$ cat src/rtl/loader_pkg.sv
// Shared types and constants for the boot-time program loader.
// Latency: n/a (package only).
// Backpressure: n/a. S_CHK exists only when LOADER_CHECKSUM_EN is defined.
package loader_pkg;

    localparam int LEN_BYTES      = 2;  // header bytes carrying the word count
    localparam int BYTES_PER_WORD = 4;
    localparam int CHK_W          = 8;  // checksum accumulator width

`ifdef LOADER_CHECKSUM_EN
    typedef enum logic [2:0] {
        S_LEN0 = 3'd0,
        S_LEN1 = 3'd1,
        S_DATA = 3'd2,
        S_CHK  = 3'd3,
        S_DONE = 3'd4,
        S_ERR  = 3'd5
    } state_t;

    // State entered once the header/data portion of the stream is complete.
    localparam state_t S_POST_DATA = S_CHK;
`else
    typedef enum logic [2:0] {
        S_LEN0 = 3'd0,
        S_LEN1 = 3'd1,
        S_DATA = 3'd2,
        S_DONE = 3'd4,
        S_ERR  = 3'd5
    } state_t;

    localparam state_t S_POST_DATA = S_DONE;
`endif

endpackage

$ cat src/rtl/byte_packer.sv
// Assembles little-endian bytes into 32-bit words; word_done flags the completing byte.
// Latency: combinational word/word_done on the 4th byte; partial bytes held in registers.
// Backpressure: none; shifts whenever shift_en is high (caller gates with its handshake).
// Ports: clk, rst (sync, active-high), shift_en, byte_in[7:0] -> word[31:0], word_done.
module byte_packer
    import loader_pkg::*;
(
    input  logic        clk,
    input  logic        rst,
    input  logic        shift_en,
    input  logic [7:0]  byte_in,
    output logic [31:0] word,
    output logic        word_done
);

    localparam int IDX_W = $clog2(BYTES_PER_WORD);
    localparam int SR_W  = 8 * (BYTES_PER_WORD - 1);

    logic [IDX_W-1:0] idx;
    logic [SR_W-1:0]  sr;  // the first three bytes of the current word, oldest lowest

    // Newest byte lands on top so the first byte received ends up as the LSB.
    assign word      = {byte_in, sr};
    assign word_done = shift_en && (idx == IDX_W'(BYTES_PER_WORD - 1));

    always_ff @(posedge clk) begin
        if (rst) begin
            idx <= '0;
            sr  <= '0;
        end else if (shift_en) begin
            idx <= idx + 1'b1;  // wraps naturally after the 4th byte
            sr  <= {byte_in, sr[SR_W-1:8]};
        end
    end

endmodule

$ cat src/rtl/program_loader.sv
// Boot loader: length-prefixed byte stream -> little-endian words written to imem from address 0.
// Latency: write one cycle after a word's 4th byte; done/core_rst release one cycle after the final write.
// Backpressure: rx_ready high in all loading states, never drops mid-word; low in S_DONE, S_ERR and during rst.
// Ports: clk, rst (sync, active-high), rx_data/rx_valid/rx_ready stream in,
//        imem_we/imem_addr/imem_wdata write port, core_rst, done, error (sticky).
// Optional: define LOADER_CHECKSUM_EN to require a trailing two's-complement checksum byte.
module program_loader
    import loader_pkg::*;
#(
    parameter int DEPTH_WORDS = 256,
    parameter int CNT_W       = 16
)
(
    input  logic        clk,
    input  logic        rst,
    input  logic [7:0]  rx_data,
    input  logic        rx_valid,
    output logic        rx_ready,
    output logic        imem_we,
    output logic [31:0] imem_addr,
    output logic [31:0] imem_wdata,
    output logic        core_rst,
    output logic        done,
    output logic        error
);

    state_t           state;
    logic [7:0]       len_lo;
    logic [CNT_W-1:0] len;
    logic [CNT_W-1:0] word_idx;
    logic [CNT_W-1:0] n_next;
    logic             accept;
    logic [31:0]      word;
    logic             word_done;

    assign rx_ready = !rst && (state == S_LEN0 || state == S_LEN1 || state == S_DATA
`ifdef LOADER_CHECKSUM_EN
                               || state == S_CHK
`endif
                              );
    assign accept   = rx_valid && rx_ready;
    assign n_next   = CNT_W'({rx_data, len_lo});

    byte_packer u_packer (
        .clk       (clk),
        .rst       (rst),
        .shift_en  (accept && state == S_DATA),
        .byte_in   (rx_data),
        .word      (word),
        .word_done (word_done)
    );

`ifdef LOADER_CHECKSUM_EN
    logic [CHK_W-1:0] acc;
    logic             chk_ok;

    // A correct CHK byte brings the running sum of the whole stream to zero.
    assign chk_ok = (CHK_W'(acc + rx_data) == '0);

    always_ff @(posedge clk) begin
        if (rst) begin
            acc <= '0;
        end else if (accept) begin
            acc <= (state == S_LEN0) ? rx_data : CHK_W'(acc + rx_data);
        end
    end
`endif

    always_ff @(posedge clk) begin
        if (rst) begin
            state      <= S_LEN0;
            len_lo     <= '0;
            len        <= '0;
            word_idx   <= '0;
            imem_we    <= 1'b0;
            imem_addr  <= '0;
            imem_wdata <= '0;
            core_rst   <= 1'b1;
            done       <= 1'b0;
            error      <= 1'b0;
        end else begin
            imem_we <= 1'b0;
            case (state)
                S_LEN0: begin
                    if (accept) begin
                        len_lo <= rx_data;
                        state  <= S_LEN1;
                    end
                end
                S_LEN1: begin
                    if (accept) begin
                        len <= n_next;
                        if (n_next > CNT_W'(DEPTH_WORDS))
                            state <= S_ERR;
                        else if (n_next == '0)
                            state <= S_POST_DATA;
                        else
                            state <= S_DATA;
                    end
                end
                S_DATA: begin
                    if (word_done) begin
                        imem_we    <= 1'b1;
                        imem_addr  <= 32'({word_idx, 2'b00});
                        imem_wdata <= word;
                        word_idx   <= word_idx + 1'b1;
                        if (word_idx == len - CNT_W'(1))
                            state <= S_POST_DATA;
                    end
                end
`ifdef LOADER_CHECKSUM_EN
                // Outputs are set here directly so they move the cycle after CHK.
                S_CHK: begin
                    if (accept) begin
                        if (chk_ok) begin
                            state    <= S_DONE;
                            done     <= 1'b1;
                            core_rst <= 1'b0;
                        end else begin
                            state <= S_ERR;
                            error <= 1'b1;
                        end
                    end
                end
`endif
                S_DONE: begin
                    done     <= 1'b1;
                    core_rst <= 1'b0;
                end
                S_ERR: begin
                    error    <= 1'b1;
                    core_rst <= 1'b1;
                end
                default: state <= S_ERR;
            endcase
        end
    end

endmodule

$ cat config.mk
export PLATFORM = sky130hd
export DESIGN_NAME = program_loader
export DESIGN_NICKNAME = d
export VERILOG_FILES = /design/src/rtl/loader_pkg.sv /design/src/rtl/byte_packer.sv /design/src/rtl/program_loader.sv
export SDC_FILE = /design/constraint.sdc
export NUM_CORES = 1
export LEC_CHECK = 0
export CORE_UTILIZATION = 35
export DETAILED_ROUTE_END_ITERATION = 6
export DONT_BUFFER_PORTS = 1
export GPL_TIMING_DRIVEN = 0
export PLACE_DENSITY = 0.5
export SLEW_MARGIN = 20
export SYNTH_ARGS = -nofsm -noshare
export SYNTH_HDL_FRONTEND = slang
export SYNTH_SLANG_ARGS = --single-unit
$ cat constraint.sdc
create_clock -name clk -period 3.7 [get_ports clk]
set_input_delay 0.555 -clock clk [delete_from_list [all_inputs] [get_ports clk]]
set_output_delay 0.555 -clock clk [all_outputs]
set_load 0.03 [all_outputs]
Word-level counts from Yosys, hierarchy flattened
Cells that the tools add are included.

storage, ports and cells
  register bits = 121
  input port bits = 11
  logic and storage cells = 53

cells by class
  add/subtract/negate cells = 3
  $lt $le $gt $ge = 1
  eq/ne operators = 10
  muxes and demuxes = 9
  bitwise operators = 2
  reductions and logical operators = 16

operators with widths
  cell                   number
  $mux 3                 6
  $add 16x1->16 const B  1
  $eq 16x16->1           1
  $gt 16x9->1 const B    1
  $logic_not 16->1       1
  $sub 16x1->16 const B  1
  $pmux 3 s4             1
  $eq 3x3->1 const B     2
  $reduce_and 2->1       3
  $reduce_and 5->1       1
  $logic_and 1x1->1      4
  $ne 2x1->1 const B     2
  $ne 2x2->1 const B     2
  $reduce_or 2->1        2
  $eq 3x1->1 const B     1
  $eq 3x2->1 const B     1
  $logic_not 3->1        1
  $add 2x1->2 const B    1
  $eq 2x2->1 const B     1
  $logic_or 1x1->1       2
  $not 1->1              2
  $pmux 1 s2             1
  $reduce_bool 2->1      1
  $logic_not 1->1        1
  $mux 1                 1

Depth between registers and ports, before layout
  word-level depth = 9
  gate-level depth with buffers = 9
  mapped depth without buffers = 8

Hierarchy
From an unflattened synthesis, not the netlist that was laid out.

unflattened totals
  cells, all modules = 605
  area total of the unflattened synthesis = 5,322.6 um^2

by module, submodules not included
  module          times used  cells each  area each (um^2)  sequential area each (um^2)
  program_loader  1           511         4,299.1           1,901.8
  byte_packer     1           94          1,023.5           520.5

Worst setup path after synthesis
No wires, ideal clock.

  kind = reg-to-reg
  start point = reg len[5]
  end point = reg state[1]
  library setup time = 0.115 ns
  data arrival time = 2.309 ns
  required time = 3.585 ns
  slack = 1.276 ns
  cell stages (with the launch flop) = 9
  buffers on the path = 2
  period minus slack after synthesis = 2.424 ns
  cells stage by stage = dfxtp_1 > buf_6 > or4_4 > buf_6 > nor3_4 > mux2_2 > a31o_1 > a2111o_1 > o21a_1

on the way
  cells in the longest elaborated chain, start to end = 4

RTL lines
  what                               RTL line               source
  start: declaration                 program_loader.sv:29   logic [CNT_W-1:0] len;
  start signal: assignment           program_loader.sv:92   len <= n_next;
  $sub 16x1->16                      program_loader.sv:107  if (word_idx == len - CNT_W'(1))
  $eq 16x16->1                       program_loader.sv:107
  $ne 2x1->1 (no source line)        --
  $reduce_and 5->1 (no source line)  --
  end signal: assignment             program_loader.sv:98   state <= S_DATA;
  end signal: assignment             program_loader.sv:108  state <= S_POST_DATA;
  end signal: assignment             program_loader.sv:134  default: state <= S_ERR;
  end: declaration                   program_loader.sv:27   state_t state;

No other way between the ends.
A chain may end at the register's enable or synchronous reset.

Worst setup path in the final report
  start point = reg state[2]
  end point = reg state[1]

on the way
  cells in the longest elaborated chain, start to end = 9

RTL lines
  what                                                  RTL line                                    source
  start signal: assignment                              program_loader.sv:71                        state <= S_LEN0;
  start signal: assignment                              program_loader.sv:87                        state <= S_LEN1;
  start signal: assignment                              program_loader.sv:94                        state <= S_ERR;
  $eq 3x1->1 / $logic_not 3->1 (equally long branches)  program_loader.sv:36, program_loader.sv:83
  $logic_or 1x1->1 (2 in series)                        program_loader.sv:36                        assign rx_ready = !rst && (state == S_LEN0 || state == S_LEN1 || state == S_DATA
  $logic_and 1x1->1                                     program_loader.sv:36
  $logic_and 1x1->1                                     program_loader.sv:41                        assign accept = rx_valid && rx_ready;
  $logic_and 1x1->1                                     program_loader.sv:47                        .shift_en (accept && state == S_DATA),
  $logic_and 1x1->1                                     byte_packer.sv:24                           assign word_done = shift_en && (idx == IDX_W'(BYTES_PER_WORD - 1));
  $ne 2x1->1 (no source line)                           --
  $reduce_and 5->1 (no source line)                     --

Several ways; a longest one is shown, not always the timed one.

==> run metrics <==
drt first pass iters 7; DRC 12; input/output buffers 0; Area Overhead vs Synth 16.7%; origin of the critical flop-to-flop path state[2]$_SDFFE_PP0P_; clk_lat worst skew 0.42 ns; Wirelength per Cell 16.1 um; RSZ-0062 raised after global routing false; Final Core Density 0.421; H-tree depth 4; Slew headroom 0.327; initial antenna violation count 0; Most used DFF post-synth dfxtp_1; Worst setup EP type register; final WL 14100 um; setup violators final 0; Filler cells 1493; vias in the first global route 4235; leak pwr 2.43 nW; # diodes 0; CTS tree built; cell area after synthesis 5290 um2; Worst-path clk slew 0.05 ns; fmax 0.320 GHz; Clock Skew 0.00373 ns; core box area 14600 um2; ANT nets after route 0; Power, Total 0.00311 W; Syn Inst Count 644; DR vias/cell 5.01; clock sink total 121; Min Clock Period, post-route 3.13 ns; yosys warns 0; EDFF count, synth 0; internal power 0.00240 W; GR Overflow Total 0; largest area contributor in the netlist dfxtp_1; Slew Limit Fails 0; RR Endpoint state[1]$_SDFFE_PP0P_; CP required 4.02 ns; Worst Hold Path EP imem_wdata[30]$_SDFFE_PP0P_; register area share after synthesis 0.458; Layout Nets 692; Netlist cell types 56; Sw Share 0.227; via count 4382; R2R depth 7; Pwr Density 504 nW/um2; first-pass GRT wire length 22700 um; most frequent cells in the layout nand2_1 (165), dfxtp_1 (121), nor2_1 (55); CTS Buffer Depth 2; Initial Util 0.361; Hold Crit Depth 2; WP data arrival 3.44 ns; Synth async-reset ratio 0; Hold Fails Final Rpt 0; reg2reg setup slack 0.57 ns; #FFs+latches synth 121; register share of total power 0.427; Worst Tran Pin Value 1.00 ns; setup tns final 0 ns; post_cts resized 0; share of layout cells above drive strength 1 0.0912; DR iter-0 viols 267; row count 44; Total GRT Usage 0.190; CTS Buf Count 17; die height 125 um; fin crit share 0.845; peak supply drop 0.332 mV; share of the synthesized area in the top cell type 0.458; global placer's final weighted congestion 0.798; Die Span X 125 um; die area 15600 um2; Clk network pwr share 0.524; sw power 0.000707 W; Hold Crit Start rx_data[6]; clk root buf clkbuf_16; Logic pwr share 0.049; Max Cap Viol 0; I/O pins 80; critical path class register to register; most common cell after layout, fill and taps aside nand2_1; Startpoint Class register; largest net degree at the start of global routing 17; post-CTS setup buffer count 0; syn avg cell area 8.21 um2; synth top area cells dfxtp_1 (46%), nand2_1 (12%), a21oi_1 (5.1%); outcome finished, violations left; hold_buf cts 0; failing checks design-rule violations; worst-path maximum fanout 9; DP HPWL 10300 um; min-delay worst type input pin to register
-- power by group through the flow --
stage	clock network (W)	logic [W]	registers [W]
final	0.00163	0.000153	0.00133
after floorplan	0	0.000128	0.00135
after global placement	0	0.000149	0.00136
after CTS	0.00166	0.000153	0.00133
after detailed placement	0	0.000152	0.00136
after global routing	0.00171	0.000166	0.00133
-- metal layers --
| layer | wire, um | share of wire | track usage |
|---|---|---|---|
| met4 | 323 | 0.023 | 0.0882 |
| met3 | 877 | 0.062 | 0.0563 |
| met2 | 6200 | 0.44 | 0.294 |
| met1 | 6660 | 0.47 | 0.242 |
| met5 | 0 | 0 | 0 |
-- through the flow --
| stage | worst slack [ns] | instance area [um2] | hold WS, ns | instances |
|---|---|---|---|---|
| floorplan | 1.28 | 5350 | 0.432 | 659 |
| global placement | 0.606 | 5580 | 0.446 | 843 |
| detailed placement | 0.635 | 5580 | 0.449 | 843 |
| CTS | 0.612 | 6170 | 0.217 | 875 |
| global route | 0.309 | 6170 | 0.229 | 875 |
| finish | 0.573 | 6170 | 0.231 | 875 |
-- cell families (layout without fill, tap and decap cells) --
logic type,after synthesis,in the layout,share of synthesized area
AO/OA/AOI/OAI,83,83,0.0913
XOR/XNOR,35,35,0.0580
adder cells (fa/ha/maj),3,3,0.00710
buffers and inverters,69,101,0.0705
flip-flops,121,121,0.458
multiplexers,25,25,0.0476
other,1,16,0.000709
AND/OR/NAND/NOR,307,307,0.267
-- Yosys cell counts (3+ instances only) --
cell / n
nand4_1: 6
clkbuf_1: 33
nor2_1: 55
nand3_1: 11
a31oi_1: 3
nand2_1: 165
mux2i_1: 24
buf_1: 5
o41ai_1: 3
xor2_1: 19
xnor2_1: 16
o21ai_0: 5
and3_1: 4
ha_1: 3
nor4_1: 10
dfxtp_1: 121
buf_4: 18
a21oi_1: 54
nor3_1: 11
nand3b_1: 26
clkbuf_8: 3
inv_1: 6
-- state kept, by name, indices dropped and copies added (netlist names), 2 cells and up --
| register | count |
|---|---|
| imem_addr | 16 |
| imem_wdata | 32 |
| len | 16 |
| len_lo | 8 |
| state | 3 |
| u_packer.idx | 2 |
| u_packer.sr | 24 |
| word_idx | 16 |
-- critical path, cell delays in order, from the launching register on --
cell and delay (ns):
dfxtp_1 0.29, clkbuf_1 0.20, nor3b_1 0.85, nand2_1 0.51
clkinv_1 0.39, o2111ai_1 0.18, a2111o_1 0.39, o21a_1 0.20
-- area by class of cell --
cell class                      instances  area [um2]  share of cell area
Inverter                                7        26.3             0.00426
Clock buffer                           23         508              0.0823
Sequential cell                       121        2420               0.393
Clock inverter                          9        87.6              0.0142
Tap cell                              184         230              0.0373
Multi-Input combinational cell        469        2550               0.413
Buffer                                 62         347              0.0562
-- worst max path at each step --
stage                                startpoint                   endpoint  slack (ns)
after global placement    state[2]$_SDFFE_PP0P_      state[1]$_SDFFE_PP0P_        0.61
after floorplan             len[5]$_SDFFE_PP0P_      state[1]$_SDFFE_PP0P_        1.28
after global routing      state[2]$_SDFFE_PP0P_  word_idx[15]$_SDFFE_PP0P_        0.31
after detailed placement  state[2]$_SDFFE_PP0P_      state[1]$_SDFFE_PP0P_        0.64
final                     state[2]$_SDFFE_PP0P_      state[1]$_SDFFE_PP0P_        0.57
after CTS                 state[2]$_SDFFE_PP0P_      state[1]$_SDFFE_PP0P_        0.61
(Power assumes the default switching activity.)
